[config.mk]
export PLATFORM = sky130hd
export DESIGN_NAME = bcd_serial_add_ctrl
export DESIGN_NICKNAME = d
export VERILOG_FILES = /design/src/rtl/bcd_pkg.sv /design/src/rtl/bcd_digit_add.sv /design/src/rtl/bcd_serial_add_ctrl.sv
export SDC_FILE = /design/constraint.sdc
export NUM_CORES = 1
export LEC_CHECK = 0
export ABC_AREA = 1
export BUFFER_PORTS_ARGS = -buffer_cell sky130_fd_sc_hd__buf_2
export CORE_ASPECT_RATIO = 0.7
export CORE_MARGIN = 4
export CORE_UTILIZATION = 54
export CTS_BUF_LIST = sky130_fd_sc_hd__clkbuf_4 sky130_fd_sc_hd__clkbuf_8 sky130_fd_sc_hd__clkbuf_16
export DETAILED_ROUTE_END_ITERATION = 8
export PLACE_DENSITY_LB_ADDON = 0.08
export SYNTH_ARGS = -nofsm -noshare
export SYNTH_HDL_FRONTEND = slang
export SYNTH_SLANG_ARGS = --single-unit
[constraint.sdc]
create_clock -name clk -period 2.5 [get_ports clk]
set_clock_uncertainty 0.1 [all_clocks]
set_input_delay 0.5 -clock clk [delete_from_list [all_inputs] [get_ports clk]]
set_output_delay 0.5 -clock clk [all_outputs]
set_load 0.01 [all_outputs]
[src/rtl/bcd_pkg.sv]
// Shared constants and state encoding for the serial packed-BCD adder.
package bcd_pkg;

  localparam int BCD_DIGIT_W = 4;
  localparam logic [3:0] BCD_MAX_DIGIT = 4'd9;
  localparam logic [3:0] BCD_CORR = 4'd6;

  typedef enum logic [1:0] {
    IDLE,
    RUN,
    DONE
  } state_t;

endpackage

[src/rtl/bcd_digit_add.sv]
// Single-digit decimal adder: binary add, then +6 correction
// when the 5-bit total exceeds 9.
module bcd_digit_add
  import bcd_pkg::*;
(
  input  logic [3:0] a_d,
  input  logic [3:0] b_d,
  input  logic       c_in,
  output logic [3:0] sum,
  output logic       c_out
);

  logic [4:0] t;

  assign t = {1'b0, a_d} + {1'b0, b_d} + {4'b0, c_in};
  assign c_out = t > {1'b0, BCD_MAX_DIGIT};
  // Low nibble of the 5-bit corrected total equals a 4-bit add.
  assign sum = c_out ? (t[3:0] + BCD_CORR) : t[3:0];

endmodule

[src/rtl/bcd_serial_add_ctrl.sv]
// Multi-digit packed-BCD adder that streams digits LSD-first
// through one shared digit adder, with busy/done/err reporting.
module bcd_serial_add_ctrl
  import bcd_pkg::*;
#(
  parameter int DIGITS = 4
) (
  input  logic                clk,
  input  logic                rst,
  input  logic                start,
  input  logic [4*DIGITS-1:0] a,
  input  logic [4*DIGITS-1:0] b,
  input  logic                cin,
  output logic [4*DIGITS-1:0] s,
  output logic                cout,
  output logic                busy,
  output logic                done,
  output logic                err
);

  localparam int W = 4 * DIGITS;
  localparam int CW = $clog2(DIGITS + 1);
  localparam logic [CW-1:0] LAST = CW'(DIGITS - 1);

  state_t        state;
  logic [W-1:0]  a_sr;
  logic [W-1:0]  b_sr;
  logic          carry;
  logic [CW-1:0] cnt;
  logic [3:0]    d_sum;
  logic          d_cout;
  logic          bad;

  bcd_digit_add u_add (
    .a_d   (a_sr[3:0]),
    .b_d   (b_sr[3:0]),
    .c_in  (carry),
    .sum   (d_sum),
    .c_out (d_cout)
  );

  always_comb begin
    bad = 1'b0;
    for (int i = 0; i < DIGITS; i++) begin
      if (a[4*i +: 4] > BCD_MAX_DIGIT ||
          b[4*i +: 4] > BCD_MAX_DIGIT)
        bad = 1'b1;
    end
  end

  always_ff @(posedge clk or posedge rst) begin
    if (rst) begin
      state <= IDLE;
      a_sr  <= '0;
      b_sr  <= '0;
      carry <= 1'b0;
      cnt   <= '0;
      s     <= '0;
      cout  <= 1'b0;
      busy  <= 1'b0;
      done  <= 1'b0;
      err   <= 1'b0;
    end else begin
      unique case (state)
        IDLE, DONE: begin
          done <= 1'b0;
          if (start) begin
            a_sr  <= a;
            b_sr  <= b;
            carry <= cin;
            cnt   <= '0;
            err   <= bad;
            s     <= '0;
            cout  <= 1'b0;
            busy  <= 1'b1;
            state <= RUN;
          end else begin
            state <= IDLE;
          end
        end
        RUN: begin
          // New digit enters at the top; after DIGITS shifts
          // digit 0 has reached s[3:0].
          s     <= (s >> BCD_DIGIT_W) |
                   (W'(d_sum) << (W - BCD_DIGIT_W));
          a_sr  <= a_sr >> BCD_DIGIT_W;
          b_sr  <= b_sr >> BCD_DIGIT_W;
          carry <= d_cout;
          cnt   <= cnt + CW'(1);
          if (cnt == LAST) begin
            cout  <= d_cout;
            busy  <= 1'b0;
            done  <= 1'b1;
            state <= DONE;
          end
        end
        default: state <= IDLE;
      endcase
    end
  end

endmodule

==> impl_metrics.csv <==
group,metric,value,unit
status,outcome,"complete, no violations",
route,drt-total-wl,5707,um
clock_tree,clk_pin_slew_worst_paths,60,ps
timing,setup-violations-final,0,
power,total_power,0.004807,W
power,p_clk_frac,0.200,
synthesis,synth-seq-cells,58,
timing,worst-slew-pin-transition,562.0,ps
floorplanning,core,4479,um^2
timing,fmax,436.9,MHz
synthesis,yosysWarningCount,0,
critical_path,endpoint_kind,"register",
route,num_vias,2163,
route,firstDrtPassIters,4,
critical_path,r2r_cells,8,
route,drt-wirelength-per-cell,14.27,um
power,p_int,0.002818,W
timing,rsz0062_at_grt,"false",
global_routing,antenna_found_initial,0,
job,drv_cap,0,
floorplanning,rows,20,
floorplanning,die-height,65.92,um
timing,post-route-period-util,0.9155,
timing,fin_crit,2289,ps
placed_design,numPortBuffers,55,
clock_tree,ctsHoldBuffers,0,
critical_path,path_class,"register to register",
synthesis,synth_cells,283,
global_routing,grt_pass1_vias,2054,
clock_tree,clock_latency,340,ps
clock_tree,htreeDepth,3,
power,peakVddDrop,0.6454,mV
power,p_leak,1.578,nW
synthesis,syn_avg_cell_area,9.143,um^2
floorplanning,initial_utilization,0.5777,
timing,finalHoldViolCount,0,
power,p_sw,0.001989,W
route,drc_errors,0,
clock_tree,cts_resized,0,
cells_and_area,area_growth,20.89,%
global_routing,grt_pass1_wl,9853,um
critical_path,required,2660,ps
power,p_seq_frac,0.343,
route,drtIter0Drc,172,
critical_path,critPathLaunchType,"register",
placed_design,gp_congestion,0.8186,
clock_tree,cts-root-buf,"clkbuf_8",
clock_tree,cts_tree,"done",
critical_path,cp_max_fo,4,
global_routing,grt_use_total,0.2157,
hold_path,hold_path.class,"input pin to asynchronous set/reset pin",
cells_and_area,antennaDiodeCount,0,
clock_tree,post_cts_buffers,0,
critical_path,crit_arrival,2440,ps
placed_design,dpl.hpwl,4043,um
route,vias_per_cell,5.408,
cells_and_area,drive_above_1_share,0.2377,
timing,finalMaxSlewViolations,0,
floorplanning,die_w,90.74,um
floorplanning,pin_count,56,
clock_tree,clock_sinks,58,
synthesis,synth_fp_nets,327,
cells_and_area,design_area,3128,um^2
power,sw_frac_of_total,0.4138,
synthesis,yosysUniqueCellTypes,20,
synthesis,netlist_area,2587,um^2
global_routing,grt-ovfl-total,0,
synthesis,yosysSeqAreaShare,0.5609,
power,power.share.combinational,0.458,
timing,setup_tns,0,ps
clock_tree,cts_buffers,9,
floorplanning,dieArea,5981,um^2
clock_tree,clock_path_buffers,2,
timing,max_slew_margin,0.6248,
power,power.density,1537,nW/um^2
global_routing,grt_max_degree,34,
placed_design,place_area,2905,um^2
route,ant_nets,0,
cells_and_area,nets,384,
==> layout by cell type, fill, tap and decap left out, drive strengths merged, types with 6 or more instances in the layout <==
cell,netlist,layout
buf,10,59
ha,6,6
nor2,37,37
nand2,46,46
o22ai,24,24
dfrtp,58,58
o21ai,27,27
a21oi,23,23
clkbuf,3,11
inv,25,25
a22o,7,7
nand3,12,12
==> kinds of logic (layout without fill, tap and decap cells) <==
group                      Yosys count  after routing  share of synthesized area
and+or+nand+nor                     98             98                     0.1533
DFF                                 58             58                     0.5609
AOI/OAI and AO/OA                   81             81                     0.1784
adders and majority gates            8              8                    0.04449
buffers and inverters               38            100                    0.06286
==> cells in the mapped netlist (all sizes together) <==
master | instances | area [um^2]
buf | 10 | 57.55
and3 | 1 | 6.260
nand3 | 12 | 60.06
o21ai | 27 | 135.1
inv | 25 | 93.84
o22ai | 24 | 150.1
clkbuf | 3 | 11.26
ha | 6 | 75.07
nor2 | 37 | 141.4
nand2 | 46 | 177.7
a22o | 7 | 61.31
dfrtp | 58 | 1451
nor3 | 1 | 5.000
and2 | 1 | 6.260
a21oi | 23 | 115.1
fa | 2 | 40.04
==> sequential cells by signal, indices dropped and copies added (netlist names) <==
| name | cells |
|---|---|
| b_sr | 16 |
| carry | 1 |
| state | 2 |
| cnt | 3 |
| a_sr | 16 |
| err | 1 |
| busy | 1 |
| done | 1 |
| s | 16 |
| cout | 1 |
==> area by class of cell <==
| type | instances | area, um^2 |
|---|---|---|
| Sequential cell | 58 | 1451 |
| Fill cell | 367 | 1351 |
| Multi-Input combinational cell | 187 | 973.4 |
| Timing Repair Buffer | 59 | 317.8 |
| Clock buffer | 11 | 145.1 |
| Inverter | 25 | 93.84 |
| Clock inverter | 5 | 77.57 |
| Tap cell | 55 | 68.82 |
==> through the flow <==
step | setup slack (ps) | hold WS, ps | utilization | std cells
final | 211.1 | 108.2 | 0.6983 | 400
after global placement | 291.4 | 350.8 | 0.6486 | 384
after CTS | 210.9 | 114.5 | 0.6983 | 400
after detailed placement | 225.8 | 358.5 | 0.6486 | 384
after floorplan | 377.7 | 342.2 | - | 283
after global routing | 66.68 | 143.4 | 0.6983 | 400
==> worst paths after layout <==
kind | startpoint | end | slack (ps)
setup / recovery | a_sr[0] | cout | 210
hold / removal | rst | busy | 110
setup reg to reg | a_sr[0] | cout | 210
hold reg to reg | b_sr[15] | b_sr[15] | 370
max in group asynchronous | rst | b_sr[3] | 1630
min in group clk | a[15] | a_sr[15] | 280
==> metal layers <==
| metal | wire, um | track usage | vias to the layer above |
|---|---|---|---|
| li1 | - | - | 1068 |
| met1 | 2811 | 0.3195 | 1018 |
| met2 | 2440 | 0.2890 | 71 |
| met3 | 418 | 0.07395 | 6 |
| met4 | 38 | 0.08015 | 0 |
| met5 | 0 | 0 | - |
==> worst max-delay path, cell delays in order (launching register included) <==
cell	delay [ps]
dfrtp_1	410
fa_1	490
fa_1	520
inv_1	70
nand3_1	90
nand3_1	140
nand2_1	150
nand2_1	80
o21ai_0	150
==> power by group through the flow <==
| stage | Clock (W) | Combinational [W] | Sequential (W) |
|---|---|---|---|
| 2_1_floorplan | 0 | 0.00164 | 0.00166 |
| 3_3_place_gp | 0 | 0.00213 | 0.00165 |
| 3_5_place_dp | 0 | 0.00220 | 0.00166 |
| 4_1_cts | 0.000981 | 0.00221 | 0.00165 |
| 5_1_grt | 0.00103 | 0.00256 | 0.00170 |
| 6_report | 0.000960 | 0.00220 | 0.00165 |
Power figures use the tool's default switching activity.
